File: src/rtl/random_pkg.sv
`default_nettype none
// ============================================================================
// Module      : random_pkg
// Description : Shared constants, rewind FSM states and xorshift32 helpers.
// Revision    : 1.0 - initial release
// ============================================================================
package random_pkg;

   localparam int c_WIDTH   = 32;
   localparam int c_SHIFT_A = 13;
   localparam int c_SHIFT_B = 17;
   localparam int c_SHIFT_C = 5;

   typedef enum logic [2:0] {
      ST_IDLE   = 3'd0,
      ST_UNDO_C = 3'd1,
      ST_UNDO_B = 3'd2,
      ST_UNDO_A = 3'd3,
      ST_FINISH = 3'd4
   } rewind_state_t;

   // Iterations needed to undo x ^= x shifted by k: ceil(WIDTH/k) - 1.
   function automatic int ceil_iters(input int k);
      return (c_WIDTH + k - 1) / k - 1;
   endfunction

   function automatic logic [c_WIDTH-1:0] xorshift32_step(input logic [c_WIDTH-1:0] x);
      logic [c_WIDTH-1:0] t;
      t = x ^ (x << c_SHIFT_A);
      t = t ^ (t >> c_SHIFT_B);
      t = t ^ (t << c_SHIFT_C);
      return t;
   endfunction

endpackage
`default_nettype wire

File: src/rtl/xorshift_unshift_iter.sv
`default_nettype none
// ============================================================================
// Module      : xorshift_unshift_iter
// Description : One fixed-point iteration of undoing y = x ^ (x shift k).
// Revision    : 1.0 - initial release
// ============================================================================
module xorshift_unshift_iter
   import random_pkg::*;
(
   input  logic [c_WIDTH-1:0] i_Y,
   input  logic [c_WIDTH-1:0] i_X,
   input  logic               i_Right,
   input  logic [4:0]         i_Shift,
   output logic [c_WIDTH-1:0] o_X
);

   assign o_X = i_Right ? (i_Y ^ (i_X >> i_Shift)) : (i_Y ^ (i_X << i_Shift));

endmodule
`default_nettype wire

File: src/rtl/xorshift32_rewind.sv
`default_nettype none
// ============================================================================
// Module      : xorshift32_rewind
// Description : Iterative inverse of xorshift32; returns the state i_Steps draws back.
// Revision    : 1.0 - initial release
// ============================================================================
module xorshift32_rewind
   import random_pkg::*;
#(
   parameter int SHIFT_A = c_SHIFT_A,
   parameter int SHIFT_B = c_SHIFT_B,
   parameter int SHIFT_C = c_SHIFT_C,
   parameter int STEP_W  = 8
)(
   input  logic               i_Clk,
   input  logic               i_Reset,
   input  logic               i_Start,
   input  logic [c_WIDTH-1:0] i_State,
   input  logic [STEP_W-1:0]  i_Steps,
   output logic               o_Busy,
   output logic               o_Done,
   output logic [c_WIDTH-1:0] o_State
);

   localparam int c_N_A = ceil_iters(SHIFT_A);
   localparam int c_N_B = ceil_iters(SHIFT_B);
   localparam int c_N_C = ceil_iters(SHIFT_C);

   rewind_state_t       r_state;
   logic [c_WIDTH-1:0]  r_y;
   logic [c_WIDTH-1:0]  r_x;
   logic [4:0]          r_iter;
   logic [STEP_W-1:0]   r_steps;
   logic                r_busy;
   logic                r_done;
   logic [c_WIDTH-1:0]  r_out;

   logic [4:0]          w_shift;
   logic                w_right;
   logic                w_last;
   logic [c_WIDTH-1:0]  w_x_next;

   always_comb begin
      w_shift = 5'(SHIFT_C);
      w_right = 1'b0;
      w_last  = 1'b0;
      case (r_state)
         ST_UNDO_C: w_last = (r_iter == 5'(c_N_C - 1));
         ST_UNDO_B: begin
            w_shift = 5'(SHIFT_B);
            w_right = 1'b1;
            w_last  = (r_iter == 5'(c_N_B - 1));
         end
         ST_UNDO_A: begin
            w_shift = 5'(SHIFT_A);
            w_last  = (r_iter == 5'(c_N_A - 1));
         end
         default: ;
      endcase
   end

   xorshift_unshift_iter u_iter (
      .i_Y     (r_y),
      .i_X     (r_x),
      .i_Right (w_right),
      .i_Shift (w_shift),
      .o_X     (w_x_next)
   );

   always_ff @(posedge i_Clk) begin
      if (i_Reset) begin
         r_state <= ST_IDLE;
         r_y     <= '0;
         r_x     <= '0;
         r_iter  <= '0;
         r_steps <= '0;
         r_busy  <= 1'b0;
         r_done  <= 1'b0;
         r_out   <= '0;
      end else begin
         r_done <= 1'b0;
         case (r_state)
            ST_IDLE: if (i_Start) begin
               r_y     <= i_State;
               r_x     <= i_State;
               r_steps <= i_Steps;
               r_iter  <= '0;
               if (i_Steps == '0) begin
                  r_state <= ST_FINISH;
                  r_done  <= 1'b1;
                  r_out   <= i_State;
               end else begin
                  r_state <= ST_UNDO_C;
                  r_busy  <= 1'b1;
               end
            end
            ST_UNDO_C, ST_UNDO_B, ST_UNDO_A: begin
               r_x <= w_x_next;
               if (w_last) begin
                  // The finished term becomes the y of the next undo stage.
                  r_iter <= '0;
                  r_y    <= w_x_next;
                  if (r_state == ST_UNDO_C) begin
                     r_state <= ST_UNDO_B;
                  end else if (r_state == ST_UNDO_B) begin
                     r_state <= ST_UNDO_A;
                  end else begin
                     r_steps <= r_steps - 1'b1;
                     if (r_steps != STEP_W'(1)) begin
                        r_state <= ST_UNDO_C;
                     end else begin
                        r_state <= ST_FINISH;
                        r_busy  <= 1'b0;
                        r_done  <= 1'b1;
                        r_out   <= w_x_next;
                     end
                  end
               end else begin
                  r_iter <= r_iter + 1'b1;
               end
            end
            ST_FINISH: r_state <= ST_IDLE;
            default:   r_state <= ST_IDLE;
         endcase
      end
   end

   assign o_Busy  = r_busy;
   assign o_Done  = r_done;
   assign o_State = r_out;

endmodule
`default_nettype wire

File: config.mk
export PLATFORM = sky130hd
export DESIGN_NAME = xorshift32_rewind
export DESIGN_NICKNAME = d
export VERILOG_FILES = /design/src/rtl/random_pkg.sv /design/src/rtl/xorshift_unshift_iter.sv /design/src/rtl/xorshift32_rewind.sv
export SDC_FILE = /design/constraint.sdc
export NUM_CORES = 1
export LEC_CHECK = 0
export ABC_AREA = 1
export CAP_MARGIN = 25
export CORE_MARGIN = 5
export CORE_UTILIZATION = 60
export CTS_BUF_LIST = sky130_fd_sc_hd__clkbuf_2
export DETAILED_ROUTE_END_ITERATION = 8
export PLACE_DENSITY = 0.83
export RECOVER_POWER = 50
export SLEW_MARGIN = 0
export SYNTH_ARGS = -nofsm -noshare
export SYNTH_HDL_FRONTEND = slang
export SYNTH_HIERARCHICAL = 1
export SYNTH_SLANG_ARGS = --single-unit
File: constraint.sdc
create_clock -name i_Clk -period 3.23 [get_ports i_Clk]
set_input_delay 0.323 -clock i_Clk [delete_from_list [all_inputs] [get_ports i_Clk]]
set_output_delay 0.323 -clock i_Clk [all_outputs]
set_load 0.005 [all_outputs]
After elaboration in Yosys (flattened, before gate mapping)
Index checks and enable logic that the tools add are counted.
W data, S select, Z words.

storage, ports and cells
  register bits after elaboration = 114
  input port bits = 43

cells by class
  add/sub/neg operators = 2
  equal/unequal tests = 13
  shifts and indexed selects = 2
  muxes and demuxes = 44
  bitwise gates (word level) = 2
  reductions and logical operators = 11

operator list
  kind                   number
  $mux W32               9
  $pmux W32 S2           3
  $xor A32 B32 Y32       2
  $mux W8                4
  $shl A32 B5 Y32        1
  $shr A32 B5 Y32        1
  $pmux W5 S2            2
  $mux W3                6
  $pmux W8 S2            1
  $ne A2 B2 Y1 const B   7
  $reduce_and A7 Y1      2
  $mux W1                13
  $mux W5                2
  $logic_not A8 Y1       1
  $ne A8 B1 Y1 const B   1
  $sub A8 B1 Y8 const B  1
  $eq A3 B2 Y1 const B   2
  $pmux W3 S2            1
  $add A5 B1 Y5 const B  1
  $eq A5 B1 Y1 const B   1
  $eq A5 B3 Y1 const B   1
  $logic_not A5 Y1       1
  $reduce_and A5 Y1      1
  $pmux W1 S2            2
  7 further kinds        8

Depth between registers and ports, before layout
  depth in word-level cells = 10
  depth in mapped cells = 17

Cells and area by module
Netlist, hierarchy kept.

by module, submodules not included
  module                 instances  cells an instance  area an instance (sq um)
  xorshift32_rewind      1          686                4976.0
  xorshift_unshift_iter  1          755                3713.6

Worst setup path after synthesis
OpenSTA, ideal clock, no wires.

  kind = reg-to-reg
  from = register r_state[0]
  to = register r_y[19]
  setup time = 116 ps
  data arrival time = 1963 ps
  data required time = 3114 ps
  setup slack = 1151 ps
  cell stages (with the launch flop) = 16
  path buffers = 2
  clock period less this slack = 2079 ps
  cells stage by stage = dfxtp_1 inv_1 nor2_1 inv_2 nor2_1 buf_2 buf_1 nand3_1 nand3_1 nand3_1 nand2_1 nand2_1 nand2_1 nand2_1 o21ai_0 nor2_1

between the ends
  word-level cells in the longest chain between the ends = 7
  elaborated cells on any way between the ends = 19
  those cells by class = 5 x eq/ne; 2 x shift; 6 x mux; 2 x bitwise; 4 x reduce/logical

ends and longest elaborated chain
  element                                             RTL line                     source
  from (decl)                                         xorshift32_rewind.sv:29      rewind_state_t r_state;
  from (signal assigned)                              xorshift32_rewind.sv:72      r_state <= ST_IDLE;
  from (signal assigned)                              xorshift32_rewind.sv:89      r_state <= ST_FINISH;
  from (signal assigned)                              xorshift32_rewind.sv:93      r_state <= ST_UNDO_C;
  $eq A3 B2 Y1                                        xorshift32_rewind.sv:47      case (r_state)
  $pmux W5 S2 *                                       xorshift32_rewind.sv:47
  named net w_shift[3]                                xorshift32_rewind.sv:38      logic [4:0] w_shift;
  $shl A32 B5 Y32 or $shr A32 B5 Y32 (tied branches)  xorshift_unshift_iter.sv:17  assign o_X = i_Right ? (i_Y ^ (i_X >> i_Shift)) : (i_Y ^ (i_X << i_Shift));
  $xor A32 B32 Y32                                    xorshift_unshift_iter.sv:17
  $mux W32 *                                          xorshift_unshift_iter.sv:17
  named net w_x_next[19]                              xorshift32_rewind.sv:41      logic [c_WIDTH-1:0] w_x_next;
  $mux W32 *                                          xorshift32_rewind.sv:99      if (w_last) begin
  $pmux W32 S2 *                                      xorshift32_rewind.sv:82      case (r_state)
  to (signal assigned)                                xorshift32_rewind.sv:84      r_y <= i_State;
  to (signal assigned)                                xorshift32_rewind.sv:102     r_y <= w_x_next;
  to (decl)                                           xorshift32_rewind.sv:30      logic [c_WIDTH-1:0] r_y;

Mark *: on every way through the listed nets, which the timed path passes. The rest lies on a longest branch. The select of a mux whose other input is x is not followed.
A chain may end at the register's enable or synchronous reset.

Worst setup path after layout
  from = register r_state[1]
  to = register r_out[18], in the netlist o_State[18]

between the ends
  word-level cells in the longest chain between the ends = 10
  elaborated cells on any way between the ends = 26
  those cells by class = 9 x eq/ne; 2 x shift; 9 x mux; 2 x bitwise; 4 x reduce/logical

ends and longest elaborated chain
  element                                             RTL line                     source
  $eq A3 B2 Y1                                        xorshift32_rewind.sv:47
  $pmux W5 S2 *                                       xorshift32_rewind.sv:47
  named net w_shift[2]                                xorshift32_rewind.sv:38
  $shl A32 B5 Y32 or $shr A32 B5 Y32 (tied branches)  xorshift_unshift_iter.sv:17
  $xor A32 B32 Y32                                    xorshift_unshift_iter.sv:17
  $mux W32 *                                          xorshift_unshift_iter.sv:17
  named net w_x_next[18]                              xorshift32_rewind.sv:41
  $mux W32 *                                          xorshift32_rewind.sv:109     if (r_steps != STEP_W'(1)) begin
  $mux W32 *                                          xorshift32_rewind.sv:105     end else if (r_state == ST_UNDO_B) begin
  $mux W32 *                                          xorshift32_rewind.sv:103     if (r_state == ST_UNDO_C) begin
  $mux W32 *                                          xorshift32_rewind.sv:99
  $pmux W32 S2 *                                      xorshift32_rewind.sv:82
  to (signal assigned)                                xorshift32_rewind.sv:91      r_out <= i_State;
  to (signal assigned)                                xorshift32_rewind.sv:115     r_out <= w_x_next;
  to (decl)                                           xorshift32_rewind.sv:36      logic [c_WIDTH-1:0] r_out;

Marks and branches as above.

==> results.py <==
metrics = {
    "run_status": {
        "status": "completed",
    },
    "floorplan": {
        "die-area_sq_mm": 0.0170,
        "die_height_um": 130,
        "rows": 44,
        "initial_core_util_pct": 60.5,
        "die_w_um": 130,
        "io_pins": 77,
        "core_sq_mm": 0.0144,
    },
    "sta": {
        "worst_pin_slew_ns": 0.704,
        "period_minus_slack_ns": 2.90,
        "rsz0062_at_grt": "false",
        "worst_slack_ns": 0.332,
        "setup_tns_ns": 0,
        "finClkSkew_ns": 0.0283,
        "relSlewSlack_pct": 53.1,
        "hold_viol": 0,
        "final-setup-viol-count": 0,
        "period_share_pct": 89.7,
        "finalMaxSlewViolations": 0,
        "fmax_mhz": 345,
    },
    "yosys": {
        "synth_cell_types": 39,
        "synthArstFlopShare_pct": 0,
        "synth_ff_type": "dfxtp_1",
        "avgSynthCellArea_sq_um": 6.03,
        "syn_area_sq_mm": 0.00869,
        "yosysWarningCount": 6,
        "synth_nets": 1489,
        "ys_seq_area_share_pct": 26.3,
        "synth_cells": 1441,
        "synth_edf_count": 0,
        "ys_ff_latch": 114,
    },
    "placement": {
        "hpwl_mm": 21.5,
        "placed_cell_area_sq_mm": 0.00934,
        "io_buffers": 76,
        "place_congestion": 1.05,
        "place_ws_ns": 0.595,
    },
    "grt": {
        "grt_remaining_overflow": 0,
        "grt_pass1_wl_mm": 46.4,
        "antenna_found_initial": 1,
        "grt_pass1_vias": 8948,
        "grtUsageTotal_pct": 34.7,
        "grt_max_degree": 103,
    },
    "layout": {
        "layout_commonest_cell": "nand3_1",
        "nets": 1506,
        "area_delta_synth_final_pct": 10.3,
        "layout_common_cells": "433 x nand3_1, 358 x nand2_1, 114 x dfxtp_1",
        "drive_gt1_share_pct": 8.02,
        "stdcell_area_sq_mm": 0.00958,
    },
    "cts": {
        "htreeDepth": 4,
        "cts_tree": "yes",
        "clock_latency_ns": 0.75,
        "cts.path.max_buffers": 2,
        "clock_sinks": 114,
        "cts_buffers": 17,
        "cts.clk_slew.worst_paths_ns": 0.23,
        "cts-resized-gates": 0,
        "cts_root_buf": "clkbuf_2",
        "holdBufCountCts": 0,
        "post_cts_buffers": 0,
    },
    "pwr": {
        "ir_drop_uv": 863,
        "leakagePower_uw": 0.00429,
        "netSwitchingFraction_pct": 55.7,
        "seqPwrFrac_pct": 26.4,
        "power_density_mw_per_mm2": 926,
        "pwr-share-comb_pct": 61.9,
        "p_int_uw": 3930,
        "clkPwrFrac_pct": 11.7,
        "p_switching_uw": 4940,
    },
    "setup_path": {
        "crit_top_cell": "nand2_1",
        "path_buf_inv": 3,
        "crit_path_end_kind": "flop",
        "crit_path_start_kind": "flop",
        "slowest_delay_ns": 0.56,
        "critPathMaxFanout": 32,
        "cp.required_ns": 3.93,
        "crit_path_top_delay_cell": "clkbuf_2",
        "cp_data_arrival_time_ns": 3.60,
        "crit_family": "simple AND/OR/NAND/NOR gates",
        "path_cells": "inv_2, nor2_4, nand2_2, inv_1, clkbuf_2, nand3_1, nor2_1, nand2_1, nand3_1, nand2_1, nand2_1, nand2_1, nand2_1, nand4_1, a21oi_1",
        "path_class": "reg2reg",
    },
    "routing": {
        "viasPerCell": 6.26,
        "vias": 10400,
        "firstDrtPassIters": 6,
        "detail_route.iter0.violations": 1255,
        "drt-total-wl_mm": 29.8,
        "wire_per_inst_um": 18.0,
        "drc": 0,
        "ant_nets": 0,
    },
    "min_path": {
        "hp-class": "in2reg",
    },
    "flow_run": {
        "max_cap_viol_count": 0,
    },
}
## kinds of logic (layout without fill, tap and decap cells)
kind of cell,count (synthesis),after routing,share of synthesized area [%]
and+or+nand+nor,996,996,53.6
buffers and inverters,167,197,9.30
AOI/OAI and AO/OA,154,154,9.70
DFF,114,114,26.3
adders and majority gates,5,5,0.720
xor gates and xnor gates,3,3,0.302
other,2,3,0.0864
## power groups by stage
stage / Clock, uW / Combinational (uW) / Sequential (uW)
2_1_floorplan: 0 / 4070 / 2190
4_1_cts: 1050 / 5370 / 2320
6_report: 1040 / 5500 / 2340
3_3_place_gp: 0 / 5260 / 2350
5_1_grt: 1120 / 6070 / 2390
3_5_place_dp: 0 / 5350 / 2350
## per-layer routing
metal | vias to the layer above | share of wire [%] | track usage [%]
li1 | 5010 | - | -
met1 | 4789 | 43 | 48.8
met2 | 517 | 44 | 52.7
met3 | 52 | 10 | 6.30
met4 | 0 | 3.2 | 13.7
met5 | - | 0 | 0
## cell type report
type	count	area, sq um
inverter	67	260
fill	1412	4780
timing repair buffer	98	950
tap	184	230
clock buffer	17	85.1
antenna	1	2.50
clock inverter	15	163
sequential	114	2280
multi-input combinational	1160	5610
## worst min-delay path: stages
cell             delay, ns
clkdlybuf4s50_1       0.40
nand2_1               0.08
a31oi_1               0.08
## state kept, by name, summed over array words and instances, names as in the netlist
name	cells
r_x	32
r_state	3
r_steps	8
r_iter	5
r_y	32
o_Done	1
o_State	32
o_Busy	1
## worst paths after layout
path                            slack, ns                        to               startpoint  cells past startpoint
worst max-delay path                 0.33  o_State[18]$_SDFFE_PP0P_  r_state[1]$_SDFFE_PP0P_                     15
worst min-delay path                 0.13      r_x[24]$_SDFFE_PP0P_              i_State[24]                      3
worst max register to register       0.33  o_State[18]$_SDFFE_PP0P_  r_state[1]$_SDFFE_PP0P_                     15
worst min register to register       0.47   o_State[8]$_SDFFE_PP0P_  o_State[8]$_SDFFE_PP0P_                      2
## stage by stage
step,hold WS (ns),cells,util (%),total power [uW]
5_1_grt,0.0841,1656,66.7,9570
3_3_place_gp,0.449,1623,65.0,7600
6_report,0.129,1656,66.7,8880
4_1_cts,0.0947,1655,66.7,8740
3_5_place_dp,0.452,1623,65.0,7700
2_1_floorplan,0.456,1441,-,6260
## cells in the mapped netlist, types with 2 or more instances
master | count | area share (%)
conb_1 | 2 | 0.086
nor2_1 | 86 | 3.7
nand4_1 | 68 | 4.9
buf_6 | 7 | 0.91
nand2_1 | 358 | 15
buf_4 | 6 | 0.52
o21ai_0 | 62 | 3.6
a21oi_1 | 51 | 2.9
a31oi_1 | 33 | 2.4
o21ai_2 | 3 | 0.30
dfxtp_1 | 114 | 26
inv_2 | 8 | 0.35
nand2_2 | 28 | 2.0
xor2_1 | 2 | 0.20
buf_1 | 6 | 0.26
nor2_4 | 2 | 0.26
nand2_4 | 7 | 0.91
nor3_1 | 3 | 0.17
ha_1 | 5 | 0.72
inv_1 | 56 | 2.4
clkbuf_1 | 31 | 1.3
buf_8 | 2 | 0.35
nor2_2 | 2 | 0.14
nand3_1 | 433 | 25
buf_2 | 47 | 2.7
nand3_2 | 6 | 0.69
(Power assumes the default switching activity.)
